File: config.mk
export PLATFORM = sky130hd
export DESIGN_NAME = pll_lock_sequencer
export DESIGN_NICKNAME = d
export VERILOG_FILES = /design/src/rtl/pll_lock_sequencer.sv
export SDC_FILE = /design/constraint.sdc
export NUM_CORES = 1
export LEC_CHECK = 0
export ABC_CLOCK_PERIOD_IN_PS = 5300
export CAP_MARGIN = 20
export CORE_MARGIN = 2
export CORE_UTILIZATION = 50
export DETAILED_ROUTE_END_ITERATION = 16
export PLACE_DENSITY = 0.73
export SYNTH_ARGS = -nofsm -noshare
export SYNTH_HDL_FRONTEND = slang
export SYNTH_SLANG_ARGS = --single-unit
File: constraint.sdc
create_clock -name clk -period 5.3 [get_ports clk]
set_input_delay 1.325 -clock clk [delete_from_list [all_inputs] [get_ports clk]]
set_output_delay 1.325 -clock clk [all_outputs]
set_load 0.05 [all_outputs]
File: src/rtl/pll_lock_sequencer.sv
// PLL bring-up sequencer: holds the counter datapath in reset until the PLL lock
// has been stable long enough, then releases reset and enables counting a cycle later.
module pll_lock_sequencer #(
    parameter int STABLE_CYCLES  = 1024,
    parameter int TIMEOUT_CYCLES = 65536,
    parameter int LOSS_CNT_W     = 8
) (
    input  logic                  clk,
    input  logic                  reset,
    input  logic                  pll_locked,
    input  logic                  run_req,
    output logic                  rst_out,
    output logic                  cnt_en,
    output logic [2:0]            state,
    output logic                  timeout,
    output logic [LOSS_CNT_W-1:0] loss_count
);

    localparam int MAX_CYCLES = (STABLE_CYCLES > TIMEOUT_CYCLES) ? STABLE_CYCLES : TIMEOUT_CYCLES;
    localparam int TIMER_W    = (MAX_CYCLES > 2) ? $clog2(MAX_CYCLES) : 1;
    localparam logic [TIMER_W-1:0] STABLE_LAST  = TIMER_W'(STABLE_CYCLES - 1);
    localparam logic [TIMER_W-1:0] TIMEOUT_LAST = TIMER_W'(TIMEOUT_CYCLES - 1);

    typedef enum logic [2:0] {
        ST_IDLE      = 3'd0,
        ST_WAIT_LOCK = 3'd1,
        ST_STABLE    = 3'd2,
        ST_RUN       = 3'd3,
        ST_FAULT     = 3'd4
    } seq_state_t;

    seq_state_t              state_r;
    seq_state_t              next_state_s;
    logic [TIMER_W-1:0]      timer_r;
    logic [TIMER_W-1:0]      timer_next_s;
    logic                    lock_meta_r;
    logic                    lock_sync_r;
    logic                    rst_out_r;
    logic                    rst_out_next_s;
    logic                    cnt_en_r;
    logic                    cnt_en_next_s;
    logic                    timeout_r;
    logic                    timeout_next_s;
    logic [LOSS_CNT_W-1:0]   loss_count_r;
    logic [LOSS_CNT_W-1:0]   loss_next_s;

    // Next-state decode; priority is run_req drop, then lock event, then timer expiry.
    always_comb begin
        next_state_s = state_r;
        case (state_r)
            ST_IDLE: begin
                if (run_req) begin
                    next_state_s = ST_WAIT_LOCK;
                end else begin
                    next_state_s = ST_IDLE;
                end
            end
            ST_WAIT_LOCK: begin
                if (!run_req) begin
                    next_state_s = ST_IDLE;
                end else if (lock_sync_r) begin
                    next_state_s = ST_STABLE;
                end else if (timer_r == TIMEOUT_LAST) begin
                    next_state_s = ST_FAULT;
                end else begin
                    next_state_s = ST_WAIT_LOCK;
                end
            end
            ST_STABLE: begin
                if (!run_req) begin
                    next_state_s = ST_IDLE;
                end else if (!lock_sync_r) begin
                    next_state_s = ST_WAIT_LOCK;
                end else if (timer_r == STABLE_LAST) begin
                    next_state_s = ST_RUN;
                end else begin
                    next_state_s = ST_STABLE;
                end
            end
            ST_RUN: begin
                if (!run_req) begin
                    next_state_s = ST_IDLE;
                end else if (!lock_sync_r) begin
                    next_state_s = ST_WAIT_LOCK;
                end else begin
                    next_state_s = ST_RUN;
                end
            end
            ST_FAULT: begin
                if (!run_req) begin
                    next_state_s = ST_IDLE;
                end else begin
                    next_state_s = ST_FAULT;
                end
            end
            default: begin
                next_state_s = ST_IDLE;
            end
        endcase
    end

    // Timer, output sequencing, fault flag and lock-loss statistic next values.
    always_comb begin
        timer_next_s   = timer_r;
        rst_out_next_s = 1'b1;
        cnt_en_next_s  = 1'b0;
        timeout_next_s = timeout_r;
        loss_next_s    = loss_count_r;

        if (next_state_s != state_r) begin
            timer_next_s = '0;
        end else if ((state_r == ST_WAIT_LOCK) || (state_r == ST_STABLE)) begin
            timer_next_s = timer_r + TIMER_W'(1);
        end else begin
            timer_next_s = timer_r;
        end

        // Reset drops only once RUN is already held; enable follows a cycle after.
        if ((state_r == ST_RUN) && (next_state_s == ST_RUN)) begin
            rst_out_next_s = 1'b0;
            cnt_en_next_s  = ~rst_out_r;
        end else begin
            rst_out_next_s = 1'b1;
            cnt_en_next_s  = 1'b0;
        end

        if ((state_r == ST_WAIT_LOCK) && (next_state_s == ST_FAULT)) begin
            timeout_next_s = 1'b1;
        end else if ((state_r == ST_FAULT) && (next_state_s == ST_IDLE)) begin
            timeout_next_s = 1'b0;
        end else begin
            timeout_next_s = timeout_r;
        end

        if ((state_r == ST_RUN) && (next_state_s == ST_WAIT_LOCK) && (loss_count_r != '1)) begin
            loss_next_s = loss_count_r + LOSS_CNT_W'(1);
        end else begin
            loss_next_s = loss_count_r;
        end
    end

    // State and output registers, including the two-flop lock synchronizer.
    always_ff @(posedge clk) begin
        if (reset) begin
            state_r      <= ST_IDLE;
            timer_r      <= '0;
            lock_meta_r  <= 1'b0;
            lock_sync_r  <= 1'b0;
            rst_out_r    <= 1'b1;
            cnt_en_r     <= 1'b0;
            timeout_r    <= 1'b0;
            loss_count_r <= '0;
        end else begin
            state_r      <= next_state_s;
            timer_r      <= timer_next_s;
            lock_meta_r  <= pll_locked;
            lock_sync_r  <= lock_meta_r;
            rst_out_r    <= rst_out_next_s;
            cnt_en_r     <= cnt_en_next_s;
            timeout_r    <= timeout_next_s;
            loss_count_r <= loss_next_s;
        end
    end

    assign state      = state_r;
    assign rst_out    = rst_out_r;
    assign cnt_en     = cnt_en_r;
    assign timeout    = timeout_r;
    assign loss_count = loss_count_r;

endmodule

# == Yosys cells after proc, flatten, opt, wreduce, memory -nomap -nowiden ==
# Cells that the tools add are included.
# totals
reg_bits,32
out_inout_bits,14
# classes
addsub,2
n_reduce_logical,11
bitwise_logic,2
n_eq_ne,11
n_mux,14
# ops
op,count
"16-bit by 1-bit adder with 16-bit output, second input constant",1
"16-bit by 10-bit equality test with 1-bit output, second input constant",1
"16-bit equality test, second input constant",1
3-bit case mux with 5 select lines,1
3-bit 2-to-1 mux,4
"3-bit by 2-bit equality test with 1-bit output, second input constant",3
"8-bit by 1-bit adder with 8-bit output, second input constant",1
2-bit 2-to-1 mux,4
"8-bit inequality test, second input constant",1
"3-bit by 1-bit equality test with 1-bit output, second input constant",2
"3-bit equality test, second input constant",2
3-bit logical NOT,2
1-bit logical AND,5
1-bit 2-to-1 mux,5
2-bit OR reduction,2
3-bit inequality test,1
1-bit inverter,2
2-bit nonzero test,1
1-bit logical OR,1

# == Depth between registers and ports, before layout ==
# Gate-level depths: netlist of the first run.
# depth
depth_word,9
depth_mapped,8
depth_no_buf,6

# == Worst setup path after synthesis of the first run ==
# Ideal clock, no wire load.
# synth_timing
path_type,input -> register
startpoint,input run_req
endpoint,register loss_count_r[7] (netlist: loss_count[7])
required_time_ns,5.172
setup_slack_ns,2.798
n_path_buf,1
t_arrival_ns,2.375
stages,6
cell_sequence,nand2b_1 > or3_1 > clkbuf_1 > nor4_1 > xnor2_1 > nor2_1
# synth_between
elab_chain_len,5
elab_cells_between_ends,9
cone_classes,1 x eq/ne; 6 x mux; 2 x reduce/logical
# synth_rtl
element,line,text
from (decl),11,"input logic run_req,"
2-bit 2-to-1 mux (tied with other cells),81,if (!run_req) begin
3-bit case mux with 5 select lines *,50,case (state_r)
3-bit by 1-bit equality test with 1-bit output *,135,if ((state_r == ST_RUN) && (next_state_s == ST_WAIT_LOCK) && (loss_count_r != '1)) begin
1-bit logical AND * (2 in a row),135,
to (signal assigned),161,loss_count_r <= loss_next_s;
to (decl),44,logic [LOSS_CNT_W-1:0] loss_count_r;
# Mark *: on every way between the ends. The rest lies on a longest branch, timed or not.
# A chain may end at the register's enable or synchronous reset.

# == Worst setup path after layout of the first run ==
# layout_timing
startpoint,register state_r[0] (netlist: state[0])
endpoint,output state[0]
# layout_rtl
element,line,text
from (decl),32,seq_state_t state_r;
from (signal assigned),154,state_r <= next_state_s;
to (decl),14,"output logic [2:0] state,"
# No word-level cell between the ends.

==> flow_summary.yaml, run 1 <==
setup_path:
  worstSetupStartpointType: "flip-flop"
  crit_chain: "clkdlybuf4s50_1"
  critPathMaxFanout: 8
  cp.depth: 1
  reg2reg_depth: 5
  critical_path_required_ps: 3970
  crit_slowest_cell: "clkdlybuf4s50_1"
  critical_path.top_delay_family: "buffers and inverters"
  slowest_delay_ps: 880
  crit_buf_inv: 1
  endpoint_kind: "output pin"
  critical_path_arrival_ps: 1780
  path_class: "flip-flop to output pin"
pwr:
  ir_worst_vdd_mv: 0.1835
  powerDensity_nw_per_um2: 257.7
  finalPower_uw: 446.2
  p_leak_uw: 0.0005550
drt:
  drt-total-wl_microns: 2878
  vias_per_cell: 5.796
  dr.pass1.iters: 10
  vias: 1252
  wire_per_inst_microns: 13.32
  drtAntennaViolNets: 0
  initialDrtViolationCount: 87
  drcViolationCount: 2
logic_synthesis:
  ys_seq_area_share_pct: 42.92
  yosys_warnings: 0
  synth_ff_type: "dfxtp_1"
  avgSynthCellArea_sq_um: 8.832
  synth_edf_count: 0
  synthCells: 169
  synthArstFlopShare_pct: 0
  synth_fp_nets: 175
  synth_seq_cells: 32
  netlist_area_sq_um: 1493
  synth.distinct_cells: 35
placement:
  finalWeightedCongestion: 0.8141
  dp_hpwl_microns: 2050
  port-buffer-count: 17
global_routing:
  grt_remaining_overflow: 0
  antenna_found_initial: 0
  grt_pass1_wl_microns: 4919
  grt_use_total_pct: 18.72
  grt_max_degree: 17
  first_global_vias: 1113
timing:
  relSlewSlack_pct: 36.99
  tns_ps: 0
  finalHoldViolCount: 0
  period_needed_ps: 3107
  worst_slew_pin_slew_ps: 936.5
  rsz0062_at_grt: "no"
  finClkSkew_ps: 13.56
  max_freq_mhz: 321.9
  period_share_pct: 58.62
  setup_viol: 0
  drv_slew: 0
clock_network:
  htreeDepth: 2
  postCtsSetupRepairBufs: 0
  clock-sinks: 32
  numCtsBuffers: 5
  cts_tree: "done"
  clk_latency_ps: 330
  hold_buffers: 0
  cts.clk_slew.worst_paths_ps: 90
  cts_resized: 0
  cts_root_buf: "clkbuf_4"
  cts_buffer_depth: 2
finish:
  final_nets: 190
  n_antenna_cell: 0
  drive_gt1_share_pct: 5.405
  syn2layout_area_growth_pct: 16.01
  seq_area_sq_um: 640.6
  fillers: 259
  multiInputGateArea_sq_um: 794.5
floorplanning:
  start_util_pct: 53.21
  row_count: 19
  die_h_microns: 58.64
  core_sq_um: 2805
  die_w_microns: 58.64
  die_area_sq_um: 3439
  ios: 18
run_status:
  outcome: "complete, but fails checks"
  violations: "design-rule violations"
hold_path:
  hold-path-cell-count: 1
  worstHoldPathType: "flip-flop to flip-flop"
flow_run:
  drv_cap: 0
==> synth_stat cells (2+ instances only) <==
master | count | area [sq um]
a211oi_1 | 2 | 15.01
a21oi_1 | 2 | 10.01
and3_1 | 4 | 25.02
and4_1 | 2 | 17.52
clkbuf_1 | 5 | 18.77
dfxtp_1 | 32 | 640.6
ha_1 | 2 | 25.02
inv_1 | 3 | 11.26
nand2_1 | 10 | 37.54
nand3_1 | 7 | 35.03
nand4_1 | 9 | 56.30
nor2_1 | 15 | 56.30
nor2b_1 | 5 | 31.28
nor3_1 | 21 | 105.1
nor4_1 | 7 | 43.79
o21ai_0 | 2 | 10.01
or2_2 | 2 | 12.51
or4_1 | 3 | 22.52
xnor2_1 | 14 | 122.6
xor2_1 | 7 | 61.31
==> stage by stage <==
step / worst slack (ps) / instance area (sq um) / hold slack, ps / utilization (%) / std cells
final: 2193 / 1732 / 414.9 / 61.73 / 216
after floorplan: 2798 / 1493 / 413.8 / - / 169
after global placement: 2176 / 1655 / 396.3 / 59.01 / 208
after CTS: 2180 / 1732 / 419.7 / 61.73 / 216
after global routing: 2119 / 1732 / 444.5 / 61.73 / 216
after detailed placement: 2074 / 1655 / 406.0 / 59.01 / 208
==> power breakdown <==
part | switching [uW] | leakage [uW] | internal, uW
registers | 2.37 | 0.000258 | 242
logic | 15.6 | 0.000254 | 8.73
clock network | 78.7 | 0.0000422 | 98.8
total | 96.7 | 0.000555 | 349
==> routing by layer <==
metal	wire length, microns	vias up	track usage (%)
met2	1295	21	28.25
met3	123	5	6.813
li1	-	632	-
met4	40	0	7.143
met5	0	-	0
met1	1419	594	24.52
==> cell families (layout without fill, tap and decap cells) <==
family	Yosys count	count (layout)	share of synthesized area [%]
flops	32	32	42.92
simple gates	90	90	32.19
mux	1	1	0.6706
compound gates	10	10	4.527
xor+xnor	22	22	14.17
buf+inv	12	28	3.855
fa+ha+maj	2	2	1.676
==> state kept, by name, indices dropped and copies added, names as in the netlist <==
register / flops
cnt_en: 1
loss_count: 8
timer_r: 16
lock_meta_r: 1
timeout: 1
lock_sync_r: 1
state: 3
rst_out: 1
==> area by class of cell <==
cell class                      count  area share (%)
Timing Repair Buffer               17           9.827
Inverter                            3          0.6503
Clock buffer                        6           2.384
Clock inverter                      2           2.023
Tap cell                           31           2.240
Sequential cell                    32           36.99
Multi-Input combinational cell    125           45.88
==> final timing paths <==
check	to	start	slack, ps
max	state[0]	state[0]	2190
min	cnt_en	rst_out	410
max reg2reg	timer_r[13]	timer_r[8]	2790
min reg2reg	cnt_en	rst_out	410
==> layout by cell type, fill, tap and decap left out, drive strengths merged <==
master	count
or2	2
or3	1
and2	1
o21ai	2
nand2b	1
nand4	9
a22oi	1
clkinv	1
nor2	15
a21oi	2
nor2b	5
nand3	7
or4	3
o22ai	1
nor4	7
xor2	7
nor3	21
a221o	1
nand2	10
dfxtp	32
clkdlybuf4s50	17
clkbuf	6
and4	2
and3	4
bufinv	1
or4bb	1
a211oi	2
xnor2	15
nor3b	1
o41ai	1
mux2i	1
inv	3
ha	2
Note: power is estimated with default switching activity, not from simulation.
==> run 2: changes to the inputs <==
==> config.mk (replaced) <==
export PLATFORM = sky130hd
export DESIGN_NAME = pll_lock_sequencer
export DESIGN_NICKNAME = d
export VERILOG_FILES = /design/src/rtl/pll_lock_sequencer.sv
export SDC_FILE = /design/constraint.sdc
export NUM_CORES = 1
export LEC_CHECK = 0
export ABC_CLOCK_PERIOD_IN_PS = 2800
export CAP_MARGIN = 20
export CORE_MARGIN = 2
export CORE_UTILIZATION = 49
export DETAILED_ROUTE_END_ITERATION = 16
export PLACE_DENSITY = 0.74
export SYNTH_ARGS = -nofsm -noshare
export SYNTH_HDL_FRONTEND = slang
export SYNTH_SLANG_ARGS = --single-unit
==> constraint.sdc (replaced) <==
create_clock -name clk -period 2.8 [get_ports clk]
set_input_delay 0.7 -clock clk [delete_from_list [all_inputs] [get_ports clk]]
set_output_delay 0.7 -clock clk [all_outputs]
set_load 0.05 [all_outputs]
==> flow_summary.yaml, run 2 (synthesis gave the netlist of run 1 again) <==
finish:
  syn2layout_area_growth_pct: 17.69
  final_nets: 193
  finish.instance_area_sq_um: 1757
  top_register: "timer_r"
  n_antenna_cell: 0
  layout_common_cells: "dfxtp_1, nor3_1, clkdlybuf4s50_1, nor2_1, xnor2_1"
  drive_gt1_share_pct: 6.915
  fillers: 256
  fin_cells: 221
  layout_commonest_cell: "dfxtp_1"
  largest_reg_flops: 16
drt:
  drtAntennaViolNets: 0
  drt-total-wl_microns: 2800
  vias: 1246
  drcViolationCount: 0
  dr.pass1.iters: 5
  initialDrtViolationCount: 98
  wire_per_inst_microns: 12.67
  vias_per_cell: 5.638
setup_path:
  critical_path_required_ps: 2100
  worst-r2r-setup-slack_ps: 390
  crit_slowest_cell: "clkdlybuf4s50_1"
  endpoint_kind: "output pin"
  slowest_delay_ps: 890
  crit_buf_inv: 1
  worstSetupStartpointType: "flip-flop"
  path_class: "flip-flop to output pin"
  r2r_end: "timer_r[4]"
  crit_path_start: "state[0]"
  rr_startpoint: "timer_r[12]"
  critical_path_arrival_ps: 1770
  critical_path.top_delay_family: "buffers and inverters"
  reg2reg_depth: 5
  critPathMaxFanout: 8
  crit_chain: "clkdlybuf4s50_1"
timing:
  tns_ps: 0
  period_needed_ps: 2473
  drv_slew: 0
  worst_slew_pin_slew_ps: 697.9
  relSlewSlack_pct: 53.05
  max_freq_mhz: 404.4
  period_share_pct: 88.32
  finalHoldViolCount: 0
  finClkSkew_ps: 11.24
  setup_viol: 0
  rsz0062_at_grt: "no"
  hold_ws_ps: 434.0
hold_path:
  hold-path-cell-count: 1
  min_to: "cnt_en"
  worstHoldStart: "rst_out"
  worstHoldPathType: "flip-flop to flip-flop"
pwr:
  powerDensity_nw_per_um2: 478.1
  p_leak_uw: 0.0005707
  share_comb_of_total_power_pct: 5.5
  p_int_uw: 662.6
  seqPwrFrac_pct: 55.1
  p_sw_uw: 177.3
  finalPower_uw: 839.9
  clockPowerShare_pct: 39.4
  swShare_pct: 21.11
  ir_worst_vdd_mv: 0.4668
placement:
  placed_area_sq_um: 1680
  dp.cells: 213
  finalWeightedCongestion: 0.8450
  port-buffer-count: 17
  dp_hpwl_microns: 2041
global_routing:
  first_global_vias: 1155
  antenna_found_initial: 0
  grt_pass1_wl_microns: 4885
  grt_remaining_overflow: 0
  grt_max_degree: 17
  grt_use_total_pct: 18.18
clock_network:
  cts_root_buf: "clkbuf_4"
  cts_resized: 0
  hold_buffers: 0
  htreeDepth: 2
  clock-sinks: 32
  cts.clk_slew.worst_paths_ps: 90
  cts_buffer_depth: 2
  numCtsBuffers: 5
  clk_latency_ps: 320
  postCtsSetupRepairBufs: 0
  cts_tree: "done"
floorplanning:
  core_sq_um: 2978
  die_h_microns: 59.20
  ios: 18
  row_count: 20
  die_w_microns: 59.20
  die_area_sq_um: 3504
  start_util_pct: 50.13
run_status:
  outcome: "finished, final reports clean"
flow_run:
  drv_cap: 0
## run 2: final cells by class
type	count	area, sq um	area share [%]
multi-input cells	125	794.5	45.23
flip-flops and latches	32	640.6	36.47
repair buffers	20	192.7	10.97
clock buffers	6	41.29	2.350
well taps	33	41.29	2.350
clock inverters	2	35.03	1.994
inverters	3	11.26	0.6410
## run 2: how the worst max path moves through the flow
stage	endpoint	slack (ps)	cells past startpoint
3_3_place_gp	loss_count[3]	330	6
4_1_cts	state[0]	300	1
3_5_place_dp	loss_count[5]	270	6
2_1_floorplan	timer_r[15]	590	6
6_report	state[0]	330	1
5_1_grt	timer_r[15]	240	5
## run 2: power by group through the flow
stage / combinational, uW / clock (uW) / sequential, uW
after global placement: 45.6 / 0 / 473
after detailed placement: 46.4 / 0 / 473
final: 46.2 / 331 / 462
after global routing: 50.8 / 367 / 463
after CTS: 46.5 / 343 / 462
after floorplan: 35.7 / 0 / 473
## run 2: metal layers
metal / global-route usage, % / vias up / share of wire [%] / wire length (microns)
met4: 9.740 / 0 / 0.82 / 23
met2: 28.26 / 28 / 50 / 1412
met5: 0 / - / 0 / 0
met3: 5.240 / 4 / 3.3 / 91
li1: - / 638 / - / -
met1: 22.62 / 576 / 45 / 1272
## run 2: stage by stage
stage / utilization (%) / setup WS [ps]
floorplan: - / 587.0
global placement: 56.43 / 330.9
detailed placement: 56.43 / 274.8
CTS: 58.99 / 304.3
global route: 58.99 / 239.2
finish: 58.99 / 327.1
